$ cat src/rtl/alu_arbiter_pkg.sv
// alu_arbiter_pkg
// Shared definitions for the two-requester ALU arbiter: FSM state
// encodings, the highest legal ALU opcode, the registered operation
// bundle and an opcode legality helper.
package alu_arbiter_pkg;

  // FSM state encodings (kept as plain constants for legacy tools).
  localparam logic [1:0] ST_IDLE  = 2'd0;
  localparam logic [1:0] ST_ISSUE = 2'd1;
  localparam logic [1:0] ST_WAIT  = 2'd2;
  localparam logic [1:0] ST_RESP  = 2'd3;

  // Opcodes 0..10 are ADD..RSH, MUL, DIV, MOD; 11..15 are unassigned.
  localparam logic [3:0] AXIS_CPU_MAX_OP = 4'd10;

  // Operation bundle latched at grant and presented to the ALU.
  typedef struct packed {
    logic [31:0] a;
    logic [31:0] b;
    logic [3:0]  sel;
  } alu_op_t;

  function automatic logic is_legal_op(input logic [3:0] sel);
    return (sel <= AXIS_CPU_MAX_OP);
  endfunction

endpackage

$ cat src/rtl/alu_arbiter_rr_pick2.sv
// alu_arbiter_rr_pick2 (rr_pick2)
// Two-way round-robin picker. The pointer names the preferred requester;
// if it is idle the other requester wins. Purely combinational.
// Ports:
//   vld_i   [1:0] request valids
//   ptr_i         preferred requester index
//   grant_o [1:0] one-hot grant (zero when nobody requests)
module alu_arbiter_rr_pick2 (
  input  logic [1:0] vld_i,
  input  logic       ptr_i,
  output logic [1:0] grant_o
);

  logic other;
  assign other = ~ptr_i;

  // NOTE: every output of a combinational block gets a default first so no
  // path through the if/else leaves it unassigned and infers a latch.
  always_comb begin
    grant_o = 2'b00;
    if (vld_i[ptr_i]) begin
      grant_o[ptr_i] = 1'b1;
    end else if (vld_i[other]) begin
      grant_o[other] = 1'b1;
    end
  end

endmodule

$ cat src/rtl/alu_arbiter.sv
// alu_arbiter
// Shares one multi-cycle ALU between two requesters. One operation is in
// flight at a time: IDLE grants a requester (round-robin on contention),
// ISSUE pulses ALU_en, WAIT captures the ALU result, RESP holds the result
// for the winner until it acknowledges. Illegal opcodes skip the ALU and
// answer immediately with err set.
// Ports:
//   clk, rst                      clock, synchronous active-low reset
//   reqN_vld/A/B/sel, reqN_rdy    request channel per requester (N=0,1)
//   respN_vld/out/flags/err/ack   response channel per requester
//   A, B, ALU_sel, ALU_en         operation issued to the ALU
//   ALU_out, set, eq, gt, ge      ALU result and compare flags
//   ALU_vld, ALU_ack              ALU result handshake (vld sticky until ack)
module alu_arbiter
  import alu_arbiter_pkg::*;
(
  input  logic        clk,
  input  logic        rst,
  input  logic        req0_vld,
  input  logic [31:0] req0_A,
  input  logic [31:0] req0_B,
  input  logic [3:0]  req0_sel,
  output logic        req0_rdy,
  input  logic        req1_vld,
  input  logic [31:0] req1_A,
  input  logic [31:0] req1_B,
  input  logic [3:0]  req1_sel,
  output logic        req1_rdy,
  output logic        resp0_vld,
  output logic [31:0] resp0_out,
  output logic [3:0]  resp0_flags,
  output logic        resp0_err,
  input  logic        resp0_ack,
  output logic        resp1_vld,
  output logic [31:0] resp1_out,
  output logic [3:0]  resp1_flags,
  output logic        resp1_err,
  input  logic        resp1_ack,
  output logic [31:0] A,
  output logic [31:0] B,
  output logic [3:0]  ALU_sel,
  output logic        ALU_en,
  input  logic [31:0] ALU_out,
  input  logic        set,
  input  logic        eq,
  input  logic        gt,
  input  logic        ge,
  input  logic        ALU_vld,
  output logic        ALU_ack
);

  logic [1:0]  state_q, state_d;
  logic        ptr_q, ptr_d;      // preferred requester for next contention
  logic        win_q, win_d;      // requester owning the in-flight op
  alu_op_t     op_q, op_d;
  logic [31:0] res_q, res_d;
  logic [3:0]  flags_q, flags_d;
  logic        err_q, err_d;

  logic [1:0]  grant;
  alu_op_t     gnt_op;
  logic        winner_ack;

  alu_arbiter_rr_pick2 u_pick (
    .vld_i   ({req1_vld, req0_vld}),
    .ptr_i   (ptr_q),
    .grant_o (grant)
  );

  assign gnt_op     = grant[1] ? {req1_A, req1_B, req1_sel}
                               : {req0_A, req0_B, req0_sel};
  assign winner_ack = win_q ? resp1_ack : resp0_ack;

  always_comb begin
    state_d = state_q;
    ptr_d   = ptr_q;
    win_d   = win_q;
    op_d    = op_q;
    res_d   = res_q;
    flags_d = flags_q;
    err_d   = err_q;
    case (state_q)
      ST_IDLE: begin
        if (grant != 2'b00) begin
          win_d = grant[1];
          ptr_d = ~grant[1];
          if (is_legal_op(gnt_op.sel)) begin
            // ALU-facing operands only change for ops the ALU will run.
            op_d    = gnt_op;
            err_d   = 1'b0;
            state_d = ST_ISSUE;
          end else begin
            err_d   = 1'b1;
            res_d   = '0;
            flags_d = '0;
            state_d = ST_RESP;
          end
        end
      end
      ST_ISSUE: state_d = ST_WAIT;
      ST_WAIT: begin
        if (ALU_vld) begin
          res_d   = ALU_out;
          flags_d = {set, eq, gt, ge};
          state_d = ST_RESP;
        end
      end
      ST_RESP: begin
        if (winner_ack) state_d = ST_IDLE;
      end
      default: state_d = ST_IDLE;
    endcase
  end

  // NOTE: state registers use non-blocking assignments so every flop
  // samples its pre-edge value regardless of block evaluation order.
  always_ff @(posedge clk) begin
    if (!rst) begin
      state_q <= ST_IDLE;
      ptr_q   <= 1'b0;
      win_q   <= 1'b0;
      op_q    <= '0;
      res_q   <= '0;
      flags_q <= '0;
      err_q   <= 1'b0;
    end else begin
      state_q <= state_d;
      ptr_q   <= ptr_d;
      win_q   <= win_d;
      op_q    <= op_d;
      res_q   <= res_d;
      flags_q <= flags_d;
      err_q   <= err_d;
    end
  end

  // rdy and ALU_ack must react within the cycle; gating with rst keeps them
  // low while reset is being applied.
  assign req0_rdy = rst & (state_q == ST_IDLE) & grant[0];
  assign req1_rdy = rst & (state_q == ST_IDLE) & grant[1];
  // A result seen in IDLE is stale (e.g. left over from an abandoned op):
  // consume it without capturing.
  assign ALU_ack  = rst & ALU_vld & ((state_q == ST_WAIT) || (state_q == ST_IDLE));
  assign ALU_en   = (state_q == ST_ISSUE);

  assign A       = op_q.a;
  assign B       = op_q.b;
  assign ALU_sel = op_q.sel;

  assign resp0_vld   = (state_q == ST_RESP) & ~win_q;
  assign resp1_vld   = (state_q == ST_RESP) &  win_q;
  assign resp0_err   = resp0_vld & err_q;
  assign resp1_err   = resp1_vld & err_q;
  assign resp0_out   = res_q;
  assign resp1_out   = res_q;
  assign resp0_flags = flags_q;
  assign resp1_flags = flags_q;

endmodule

$ cat config.mk
export PLATFORM = sky130hd
export DESIGN_NAME = alu_arbiter
export DESIGN_NICKNAME = d
export VERILOG_FILES = /design/src/rtl/alu_arbiter_pkg.sv /design/src/rtl/alu_arbiter_rr_pick2.sv /design/src/rtl/alu_arbiter.sv
export SDC_FILE = /design/constraint.sdc
export NUM_CORES = 1
export LEC_CHECK = 0
export ABC_CLOCK_PERIOD_IN_PS = 2300
export BUFFER_PORTS_ARGS = -buffer_cell sky130_fd_sc_hd__buf_2
export CAP_MARGIN = 30
export CORE_AREA = 2 2 127 129
export CTS_BUF_LIST = sky130_fd_sc_hd__clkbuf_16
export DETAILED_ROUTE_END_ITERATION = 10
export DIE_AREA = 0 0 129 131
export PLACE_DENSITY_LB_ADDON = 0.1
export RECOVER_POWER = 25
export SLEW_MARGIN = 40
export SYNTH_ARGS = -nofsm -noshare
export SYNTH_HDL_FRONTEND = slang
export SYNTH_HIERARCHICAL = 1
export SYNTH_SLANG_ARGS = --single-unit
$ cat constraint.sdc
create_clock -name clk -period 2.3 [get_ports clk]
set_input_delay 0 -clock clk [delete_from_list [all_inputs] [get_ports clk]]
set_output_delay 0 -clock clk [all_outputs]
set_load 0.005 [all_outputs]
==> flow_metrics.tcl, run 1 <==
set metrics [dict create \
    crit_fanout 31 \
    period_needed_ps 2130 \
    antenna_found_initial 3 \
    status "completed" \
    final.period_utilization_pct 92.6 \
    rows 46 \
    die-area_um2 16900 \
    ys_ff_latch 109 \
    grt_pass1_vias 5538 \
    core_area_um2 15600 \
    grt_usage_pct 20.7 \
    gp_congestion 0.771 \
    rr_worst_depth 6 \
    synth.largest_area_cell "dfxtp_1" \
    cap_violations 0 \
    switchingPower_w 0.00249 \
    pwr-share-clk_pct 22.9 \
    cp-start-kind "register" \
    pwr-share-seq_pct 38.6 \
    root_buffer "clkbuf_16" \
    first_pass_iters 6 \
    dp_hpwl_um 13100 \
    via_per_inst 5.19 \
    crit_type "reg2reg" \
    syn_nets 790 \
    layout-drive-gt1-share_pct 34.2 \
    yosys_warnings 6 \
    finClkSkew_ps 6.81 \
    max_slew.worst_pin.slew_ps 554 \
    boundaryPins 327 \
    grt_pass1_wl_um 27700 \
    reg2reg_slack_ps 170 \
    ys_seq_area_share_pct 38.8 \
    synth_cell_types 35 \
    overflow 0 \
    syn_inst 607 \
    wirelength_um 18500 \
    clk_path_buf_depth 2 \
    cts_tree "built" \
    cts_setup_buffers 0 \
    ant_nets 0 \
    min_to "B[4]$_SDFFE_PN0P_" \
    r2r-end "B[3]$_SDFFE_PN0P_" \
    die_x_um 129 \
    hold_viol 0 \
    relSlewSlack_pct 63.0 \
    hold_path_class "in2reg" \
    synth_top_area_share_pct 38.8 \
    intPower_w 0.00434 \
    slew_viol_final 0 \
    clk_pin_slew_ps 70 \
    required_ps 2550 \
    start_util_pct 36.1 \
    cts_sinks 109 \
    power_per_cell_area_nw_per_um2 863 \
    timing.rr.start "ptr_q$_SDFFE_PN0P_" \
    clock.fmax_ghz 0.469 \
    ys_top_cells_by_area "dfxtp_1 39%, mux2i_1 12%, o211a_1 9.6%, nand3_1 8.0%, a211o_1 5.8%" \
    clk-insertion-delay-late_ps 350 \
    startpoint "ptr_q$_SDFFE_PN0P_" \
    die_h_um 131 \
    syn_avg_cell_area_um2 9.28 \
    hold_depth 3 \
    io_buffers 326 \
    hold_start "req1_B[4]" \
    power_w 0.00683 \
    vdd_drop_max_uv 472 \
    htreeDepth 3 \
    vias 5889 \
    utilization_pct 50.8 \
    syn_area_um2 5630 \
    cp.arrival_ps 2380 \
    nNetsFinal 1095 \
    p_leak_nw 4.54 \
    drt-wirelength-per-cell_um 16.3 \
    switching_share_pct 36.5 \
    grt_max_degree 54 \
    rsz0062_at_grt "false" \
    dr.first_iter.drc_count 262 \
    area_growth_pct 40.6 \
    power_frac_comb_pct 38.4 \
    setup_viol 0 \
    numCtsBuffers 9 \
    tns_ps 0 \
    end_kind "register" \
    remaining_drc_errors 0 \
]
worst max-delay path, cell delays in order (launching register included):
cell	delay [ps]
dfxtp_1	360
inv_1	80
a21boi_4	290
buf_6	380
mux2i_1	120
dlygate4sd3_1	570
a211oi_1	230
layer usage:
metal  global-route usage (%)  routed length, um  share of wire (%)  vias to the layer above
met1                     22.8               7280                 39                     2774
met3                     5.01               1240                6.7                       28
met4                     8.18                357                1.9                        4
met2                     38.5               9580                 52                      244
li1                         -                  -                  -                     2839
met5                        0                 29               0.16                        -
through the flow:
stage / instance area [um^2] / worst slack (ps) / hold WS [ps] / cells
2_1_floorplan: 5630 / 437 / 118 / 607
3_3_place_gp: 7180 / 317 / 203 / 1067
3_5_place_dp: 7180 / 222 / 207 / 1067
4_1_cts: 7970 / 39.0 / 4.73 / 1133
5_1_grt: 7910 / 52.4 / 19.6 / 1134
6_report: 7920 / 170 / 12.4 / 1135
power by group through the flow:
stage	registers (W)	logic, W	clock network [W]
global route	0.00270	0.00290	0.00168
detailed placement	0.00267	0.00264	0
finish	0.00264	0.00263	0.00157
CTS	0.00263	0.00272	0.00161
floorplan	0.00269	0.00154	0
global placement	0.00266	0.00261	0
cell type report:
class / instances / area, um^2
Fill cell: 1513 / 7680
Multi-Input combinational cell: 391 / 2890
Timing Repair Buffer: 395 / 2250
Sequential cell: 109 / 2180
Tap cell: 216 / 270
Clock buffer: 9 / 225
Clock inverter: 7 / 66.3
Inverter: 6 / 22.5
Antenna cell: 2 / 5.00
cell usage in the layout, fill, tap and decap left out, drive strengths merged, types with 2 or more instances in the layout:
cell type    synthesis  layout
a211o               37      37
a211oi              14      14
a21boi               2       2
a21oi               52      52
and2                 2       2
and3                37      37
buf                 67     292
clkbuf              34      62
clkinv               1       3
clkinvlp             0       2
dfxtp              109     109
diode                0       2
dlygate4sd3          0      50
ha                   4       4
inv                  5       7
mux2i               69      69
nand2                6       6
nand3               90      90
nor2                 9       9
o211a               54      54
o21ai                3       3
synth_stat cells, drive strengths merged:
cell and instances:
a221oi 1, o221a 1, buf 67, a21oi 52, o21ai 3, ha 4
nand2b 1, nor3b 1, nor2b 1, o211a 54, nand3 90, mux2 1
clkinv 1, a21o 1, mux2i 69, a21boi 2, o311ai 1, dfxtp 109
nand4 1, inv 5, o22ai 1, a211oi 14, and3 37, nor2 9
o311a 1, a211o 37, o21a 1, nand2 6, clkbuf 34, and2 2
how the worst max path moves through the flow:
stage / cells after the start / end
floorplan: 9 / B[10]$_SDFFE_PN0P_
global placement: 7 / resp0_out[4]$_SDFFE_PN0P_
detailed placement: 7 / resp0_out[5]$_SDFFE_PN0P_
CTS: 6 / B[3]$_SDFFE_PN0P_
global route: 6 / B[3]$_SDFFE_PN0P_
finish: 6 / B[3]$_SDFFE_PN0P_
cell families after synthesis:
logic type	synth area share (%)
and+or+nand+nor	13.8
DFF	38.8
adders and majority gates	0.889
AOI/OAI and AO/OA	23.9
buffers and inverters	10.2
muxes	12.5
flip-flops by register name, summed over array words and instances (netlist names):
name,cells
A,32
ALU_sel,4
B,32
err_q,1
ptr_q,1
resp0_flags,4
resp0_out,32
state_q,2
win_q,1
repair_timing:
| action | 4_1_cts | 5_1_grt |
|---|---|---|
| endpoints found under the hold margin | 45 | 0 |
| hold buffers | 50 | 0 |
| setup endpoints to repair | 0 | 2 |
| resized for setup | 0 | 1 |
Note: power is estimated with default switching activity, not from simulation.
==> run 2: changes to the inputs <==
CORE_AREA = default   (was 2 2 127 129)
CORE_UTILIZATION = 35   (was default)
DIE_AREA = default   (was 0 0 129 131)
==> run 2 against run 1 <==
- register-to-register slack about the same
- die area is 1.8% lower
- via count fell by 0.20%
- power fell by 2.1%
- largest cell class unchanged
- count of clock-buffer cells in the layout stayed put
- clock power shrank 8%
- global-route usage up 1.3 points
- critical path depth up 1
- flip-flop and latch count unchanged
- wire length fell by 1.7%
==> flow_metrics.tcl, run 2 (same netlist as run 1, synthesis figures left out) <==
set metrics [dict create \
    status "completed" \
    end_kind "register" \
    crit_fanout 28 \
    rsz0062_at_grt "false" \
    drt-wirelength-per-cell_um 16.1 \
    layout-drive-gt1-share_pct 34.5 \
    slew_viol_final 0 \
    required_ps 2550 \
    first_pass_iters 4 \
    via_per_inst 5.20 \
    area_growth_pct 40.9 \
    die_h_um 129 \
    cap_violations 0 \
    vias 5877 \
    num-fill-cells 1528 \
    power_w 0.00669 \
    setup_viol 0 \
    power_per_cell_area_nw_per_um2 843 \
    hold_viol 0 \
    final_cell_mix "277 x buf_2, 109 x dfxtp_1, 90 x nand3_1" \
    htreeDepth 3 \
    rows 45 \
    register_area_um2 2180 \
    period_needed_ps 2140 \
    grt_max_degree 55 \
    hold_path_class "in2reg" \
    p_leak_nw 4.57 \
    dp_hpwl_um 12500 \
    clk_path_buf_depth 2 \
    gp_congestion 0.763 \
    grt_usage_pct 22.0 \
    die_x_um 129 \
    antenna_found_initial 4 \
    vdd_drop_max_uv 469 \
    crit_type "reg2reg" \
    multi_input_area_um2 2900 \
    core_area_um2 15400 \
    clk-insertion-delay-late_ps 350 \
    place_area_um2 7160 \
    grt_pass1_vias 5792 \
    remaining_drc_errors 0 \
    max_slew.worst_pin.slew_ps 554 \
    cp-start-kind "register" \
    final.period_utilization_pct 93.1 \
    root_buffer "clkbuf_16" \
    tns_ps 0 \
    clock.fmax_ghz 0.467 \
    cp.arrival_ps 2390 \
    boundaryPins 327 \
    cts_tree "built" \
    layout_commonest_cell "buf_2" \
    clk_pin_slew_ps 70 \
    overflow 0 \
    nNetsFinal 1097 \
    numCtsBuffers 9 \
    grt_pass1_wl_um 28600 \
    dr.first_iter.drc_count 275 \
    relSlewSlack_pct 63.1 \
    finClkSkew_ps 11.8 \
    die-area_um2 16600 \
    ant_nets 0 \
    wirelength_um 18200 \
    start_util_pct 36.5 \
    cts_sinks 109 \
    io_buffers 326 \
    design_area_um2 7930 \
]
[run 2: final timing paths]
path	slack, ps	endpoint	start	cells past startpoint
max	160	A[11]$_SDFFE_PN0P_	ptr_q$_SDFFE_PN0P_	7
max reg2reg	160	A[11]$_SDFFE_PN0P_	ptr_q$_SDFFE_PN0P_	7
min	7	B[1]$_SDFFE_PN0P_	req0_B[1]	3
min reg2reg	500	B[15]$_SDFFE_PN0P_	B[15]$_SDFFE_PN0P_	1
[run 2: what timing repair did]
action	4_1_cts	5_1_grt
endpoints found under the hold margin	48	0
hold buffers	55	0
buffers inserted	0	0
gates resized for setup	0	4
setup endpoints to repair	0	23
[run 2: metrics by stage]
step / hold slack, ps / util [%] / instances / setup WS, ps
final: 6.97 / 51.4 / 1131 / 159
after global routing: 14.1 / 51.4 / 1131 / 38.1
after CTS: 0.118 / 51.7 / 1130 / 49.5
after detailed placement: 207 / 46.4 / 1059 / 143
after global placement: 204 / 46.4 / 1059 / 184
after floorplan: 118 / - / 607 / 437
[run 2: cell type report]
cell class,count,area share [%]
multi-input cells,391,36.5
repair buffers,397,29.0
flip-flops and latches,109,27.5
well taps,211,3.33
clock buffers,9,2.84
clock inverters,7,0.536
inverters,6,0.284
diodes,1,0.0316
[run 2: worst max-delay path: stages, from the launching register on]
cell,delay [ps]
dfxtp_1,340
inv_1,70
a21boi_4,250
buf_6,350
mux2i_1,220
dlygate4sd3_1,560
nand3_1,80
o211a_1,150
[run 2: power breakdown]
part / switching, W / total (W) / internal [W]
clock: 0.000710 / 0.00144 / 0.000730
combinational: 0.00146 / 0.00262 / 0.00115
sequential: 0.000276 / 0.00263 / 0.00236
total: 0.00245 / 0.00669 / 0.00424
[run 2: metal layers]
metal / share of wire, % / wire length (um) / GRT usage (%)
met1: 39 / 7100 / 23.1
met2: 51 / 9350 / 40.9
met5: 0.23 / 41 / 0
met3: 7.3 / 1320 / 7.07
met4: 2.0 / 366 / 8.30
